`src/rtl/muldiv_hilo_unit.sv`:
```
// muldiv_hilo_unit: iterative radix-2 MIPS multiply/divide with architectural HI/LO.
// Define MULDIV_EARLY_TERM_EN to let multiply finish once the remaining multiplier is zero.
module muldiv_hilo_unit #(
    parameter int WIDTH = 32
) (
    input  logic             clock,
    input  logic             reset,
    input  logic             Start,
    input  logic [1:0]       Op,
    input  logic [WIDTH-1:0] OpA,
    input  logic [WIDTH-1:0] OpB,
    input  logic             ReadHiLo,
    input  logic             MthiWe,
    input  logic             MtloWe,
    input  logic [WIDTH-1:0] WrData,
    input  logic             Flush,
    output logic             Busy,
    output logic             Stall,
    output logic             Done,
    output logic [WIDTH-1:0] HI,
    output logic [WIDTH-1:0] LO
);
    localparam int CW = $clog2(WIDTH + 1);
    localparam logic [1:0] IDLE = 2'd0, RUN = 2'd1, FIN = 2'd2;

    logic [1:0]         state;
    logic [CW-1:0]      cnt;
    logic               is_div, neg_q, neg_r;
    logic [2*WIDTH-1:0] acc, mcand, prod_s;
    logic [WIDTH-1:0]   q, d, a_abs, b_abs, rem_s, quo_s;
    logic [WIDTH:0]     diff;
    logic               sa, sb, ge, early, last;

    assign Busy  = state != IDLE;
    assign Stall = Busy & (Start | ReadHiLo | MthiWe | MtloWe);

`ifdef MULDIV_EARLY_TERM_EN
    assign early = ~is_div && (q >> 1) == '0;
`else
    assign early = 1'b0;
`endif

    // Divide keeps {remainder, quotient} in acc; a quotient bit is set when the trial subtract does not borrow.
    always_comb begin
        sa     = ~Op[0] & OpA[WIDTH-1];
        sb     = ~Op[0] & OpB[WIDTH-1];
        a_abs  = sa ? -OpA : OpA;
        b_abs  = sb ? -OpB : OpB;
        diff   = acc[2*WIDTH-1:WIDTH-1] - {1'b0, d};
        ge     = ~diff[WIDTH];
        prod_s = neg_q ? -acc : acc;
        rem_s  = neg_r ? -acc[2*WIDTH-1:WIDTH] : acc[2*WIDTH-1:WIDTH];
        quo_s  = neg_q ? -acc[WIDTH-1:0] : acc[WIDTH-1:0];
        last   = cnt == CW'(1) || early;
    end

    always_ff @(posedge clock) begin
        if (reset) begin
            state  <= IDLE;
            cnt    <= '0;
            is_div <= 1'b0;
            neg_q  <= 1'b0;
            neg_r  <= 1'b0;
            acc    <= '0;
            mcand  <= '0;
            q      <= '0;
            d      <= '0;
            Done   <= 1'b0;
            HI     <= '0;
            LO     <= '0;
        end else begin
            Done <= 1'b0;
            if (state == IDLE) begin
                if (MthiWe) HI <= WrData;
                if (MtloWe) LO <= WrData;
                if (Start && !Flush) begin
                    state  <= RUN;
                    cnt    <= CW'(WIDTH);
                    is_div <= Op[1];
                    neg_q  <= sa ^ sb;
                    neg_r  <= sa;
                    acc    <= Op[1] ? {{WIDTH{1'b0}}, a_abs} : '0;
                    mcand  <= {{WIDTH{1'b0}}, a_abs};
                    q      <= b_abs;
                    d      <= b_abs;
                end
            end else if (Flush) begin
                state <= IDLE;
            end else if (state == RUN) begin
                cnt <= cnt - CW'(1);
                if (last) state <= FIN;
                if (is_div) begin
                    acc <= {ge ? diff[WIDTH-1:0] : acc[2*WIDTH-2:WIDTH-1], acc[WIDTH-2:0], ge};
                end else begin
                    if (q[0]) acc <= acc + mcand;
                    mcand <= mcand << 1;
                    q     <= q >> 1;
                end
            end else begin
                state <= IDLE;
                Done  <= 1'b1;
                HI    <= is_div ? rem_s : prod_s[2*WIDTH-1:WIDTH];
                LO    <= is_div ? quo_s : prod_s[WIDTH-1:0];
            end
        end
    end
endmodule

```
`config.mk`:
```
export PLATFORM = sky130hd
export DESIGN_NAME = muldiv_hilo_unit
export DESIGN_NICKNAME = d
export VERILOG_FILES = /design/src/rtl/muldiv_hilo_unit.sv
export SDC_FILE = /design/constraint.sdc
export NUM_CORES = 1
export LEC_CHECK = 0
export BUFFER_PORTS_ARGS = -buffer_cell sky130_fd_sc_hd__buf_2
export CORE_UTILIZATION = 30
export CTS_BUF_LIST = sky130_fd_sc_hd__clkbuf_4 sky130_fd_sc_hd__clkbuf_8 sky130_fd_sc_hd__clkbuf_16
export CTS_CLUSTER_SIZE = 40
export DETAILED_ROUTE_END_ITERATION = 7
export GPL_ROUTABILITY_DRIVEN = 0
export PLACE_DENSITY = 0.52
export SLEW_MARGIN = 10
export SYNTH_ARGS = -nofsm -noshare
export SYNTH_HDL_FRONTEND = slang
export SYNTH_SLANG_ARGS = --single-unit
```
`constraint.sdc`:
```
create_clock -name clock -period 7.1 [get_ports clock]
set_input_delay 1.42 -clock clock [delete_from_list [all_inputs] [get_ports clock]]
set_output_delay 1.42 -clock clock [all_outputs]
set_load 0.02 [all_outputs]
```
==> flow_summary_export.csv <==
group,metric,value,unit
run_status,status,"finished clean",
timing,fin_hold_ws,455.6,ps
cells_and_area,fillCellCount,6966,
cells_and_area,drive_gt1_frac,0.1101,
clock_network,cts_tree,"done",
die,fp.dieArea,66840,um^2
global_route,antenna_found_initial,1,
worst_setup_path,crit_chain,"buf_2 -> or4b_1 -> nand2_1 -> o21a_1 -> buf_4 -> nand2_1 -> nor2_2 -> nand2_1 -> a2111oi_0 -> nor3_1 -> o211ai_1",
worst_setup_path,critPathBufInv,2,
timing,finalHoldViolCount,0,
global_route,grt_pass1_vias,18754,
yosys,synth_top_family_by_area,"compound AO/OA/AOI/OAI gates",
worst_setup_path,cpPeakStageDelay,710,ps
timing,setup-violations-final,0,
worst_setup_path,worstSetupPathType,"input port to flop",
detailed_routing,vias,20396,
yosys,ys_seq_elements,268,
clock_network,root_buffer,"clkbuf_16",
yosys,syn_area,19740,um^2
worst_setup_path,r2r_slack,2720,ps
power,irDropWorstVdd,0.1519,mV
worst_setup_path,crit_top_cell,"nand2_1",
global_route,grt_pass1_wl,110300,um
global_route,grt.overflow.total,0,
yosys,synth_compound_area_frac,0.2955,
clock_network,cts_buffers,35,
yosys,synth_edf_count,0,
die,initial_core_util,0.3051,
cells_and_area,area_delta_synth_final,13.49,%
clock_network,cts.htree.levels,2,
place,dp_hpwl,54660,um
die,core_area,64700,um^2
global_route,grtUsageMet2,0.3142,
global_route,grt_max_degree,97,
yosys,ys_seq_area_frac,0.2718,
clock_network,clk_latency,560,ps
die,rows,93,
worst_setup_path,critPathCaptureType,"flop",
yosys,syn_nets,2896,
detailed_routing,drtIter0Drc,1802,
yosys,synth_simple_gate_area_share,0.2138,
timing,finClkSkew,28.06,ps
place,io_buffer_count,171,
timing,tightest_slew,1063,ps
yosys,ys.flop_type,"dfxtp_1",
power,p_leak,8.940,nW
die,fp.dieW,258.5,um
cells_and_area,fin_nets,2954,
clock_network,hold_buffers,0,
timing,relSlewSlack,0.2917,
yosys,async_flop_share,0,
clock_network,cts_setup_buffers,0,
timing,rsz0062_at_grt,"no",
job,cap_violations,0,
clock_network,clockBufferDepth,3,
worst_setup_path,worstPathRequired,7570,ps
timing,finalSetupTns,0,ps
yosys,synthAdderAreaFrac,0.06604,
worst_setup_path,cp-start-kind,"input port",
worst_setup_path,cp_max_fo,32,
detailed_routing,drtAntennaViolNets,0,
global_route,grtUsageMet3,0.02553,
global_route,gr-max-usage-layer,"met2",
timing,post-route-period-util,0.6653,
detailed_routing,wire_per_inst,19.68,um
worst_setup_path,critical_path_arrival,5190,ps
timing,setup_slack,2376,ps
power,power.density,194.2,nW/um^2
timing,min_period,4724,ps
worst_hold_path,hold_path_class,"flop to flop",
yosys,synthMuxAreaShare,0.01756,
detailed_routing,vias_per_cell,5.626,
worst_setup_path,critPathTopFamily,"simple AND/OR/NAND/NOR gates",
worst_setup_path,critPathSlowestCell,"or4b_1",
clock_network,cts_sinks,268,
detailed_routing,drt_pass1_iterations,6,
detailed_routing,drt-total-wl,71360,um
global_route,met1_usage,0.3055,
yosys,synth.avg_cell_area,7.344,um^2
cells_and_area,final_common_cell,"nor2_1",
timing,final_max_slew_viol_count,0,
clock_network,cts_resized,0,
cells_and_area,final_cell_mix,"413 x nor2_1, 284 x a21oi_1, 267 x dfxtp_1",
clock_network,cts.clk_slew.worst_paths,60,ps
global_route,grt_usage,0.2081,
yosys,synth_xor_area_frac,0.08917,
detailed_routing,drc,0,
die,io_pins,172,
place,dp_slack,1825,ps
yosys,synth_cells,2688,
yosys,yosysWarnings,0,
yosys,yosysUniqueCellTypes,84,
timing,fmax,0.2117,GHz
die,fp.dieH,258.5,um
==> through the flow <==
stage	instance area [um^2]	power (W)	utilization	instances
CTS	22400	0.004384	0.3463	3624
global placement	21250	0.002566	0.3284	3564
global route	22400	0.004549	0.3463	3624
floorplan	19740	0.002287	-	2688
finish	22410	0.004352	0.3463	3625
detailed placement	21250	0.002578	0.3284	3564
==> layer usage <==
layer	vias to the layer above	routed length, um	part of all wire
met3	98	5077	0.071
met5	-	13	0.00018
met1	9575	34350	0.48
li1	9921	-	-
met4	2	1796	0.025
met2	800	30120	0.42
==> cells in the mapped netlist, types with 8 or more instances <==
master     instances  share of area
nand3_1           38         0.0096
a221oi_1          13         0.0058
dfxtp_1          268           0.27
a21o_1            46          0.017
o21a_1            15         0.0057
or4_1             15         0.0057
o21ai_0          172          0.044
or3_1             19         0.0060
nand2b_1          19         0.0060
ha_1             101          0.064
inv_1             65          0.012
mux2_2            13         0.0074
a21oi_1          286          0.073
a2111oi_0         14         0.0062
a311oi_1           8         0.0035
a22oi_1           53          0.020
and2_1            21         0.0067
nor2b_1           19         0.0060
a211oi_1         128          0.049
a31oi_1           36          0.011
nand4_1           34          0.011
o41ai_1           13         0.0058
mux2i_1           20          0.010
xor2_1           107          0.047
xnor2_1           94          0.042
o31ai_1           25         0.0095
clkbuf_1         166          0.032
o211ai_1          18         0.0068
and3_1            15         0.0048
nor3_1            57          0.014
nor4_1            23         0.0073
nor2_1           415          0.079
nand2_1          222          0.042
o21bai_1          15         0.0057
==> registers in the layout, indices dropped and copies added, names as in the netlist, 2 cells and up <==
register and count:
state 2, cnt 6, q 32, d 32
LO 32, HI 32, mcand 64, acc 64
==> final cells by class <==
class                      instances  area (um^2)  share of cell area
timing repair buffer             196         1050             0.04685
inverter                          66        249.0             0.01111
sequential                       268         5366              0.2395
antenna                            1        2.502           0.0001117
clock inverter                    10        97.59            0.004356
multi-input combinational       2179        13510              0.6032
clock buffer                      50         1056             0.04713
tap                              855         1070             0.04775
==> tightest hold or removal path: stages, from the launching register on <==
cell and delay (ps):
dfxtp_1 310, nand2_1 50, a21oi_1 50
==> power breakdown <==
| group | switching [W] | internal [W] | total [W] | leakage [nW] |
|---|---|---|---|---|
| logic | 0.000574 | 0.000307 | 0.000881 | 6.18 |
| registers | 0.0000856 | 0.00159 | 0.00168 | 2.19 |
| clock network | 0.000723 | 0.00107 | 0.00180 | 0.570 |
| total | 0.00138 | 0.00297 | 0.00435 | 8.94 |
==> path summary, 6_finish.rpt <==
kind	from	endpoint	cells past startpoint
max	Start	acc[54]$_SDFFE_PP0P_	11
min	d[23]$_SDFFE_PP0P_	d[23]$_SDFFE_PP0P_	2
max reg2reg	acc[32]$_SDFFE_PP0P_	acc[40]$_SDFFE_PP0P_	12
min reg2reg	d[23]$_SDFFE_PP0P_	d[23]$_SDFFE_PP0P_	2
==> kinds of logic (layout without fill, tap and decap cells) <==
family / count (synthesis) / count (layout)
other: 0 / 1
buffers and inverters: 241 / 322
flip-flops: 268 / 268
multiplexers: 33 / 33
AND/OR/NAND/NOR: 929 / 929
AO/OA/AOI/OAI: 913 / 913
XOR/XNOR: 201 / 201
adder cells (fa/ha/maj): 103 / 103
Note: power is estimated with default switching activity, not from simulation.
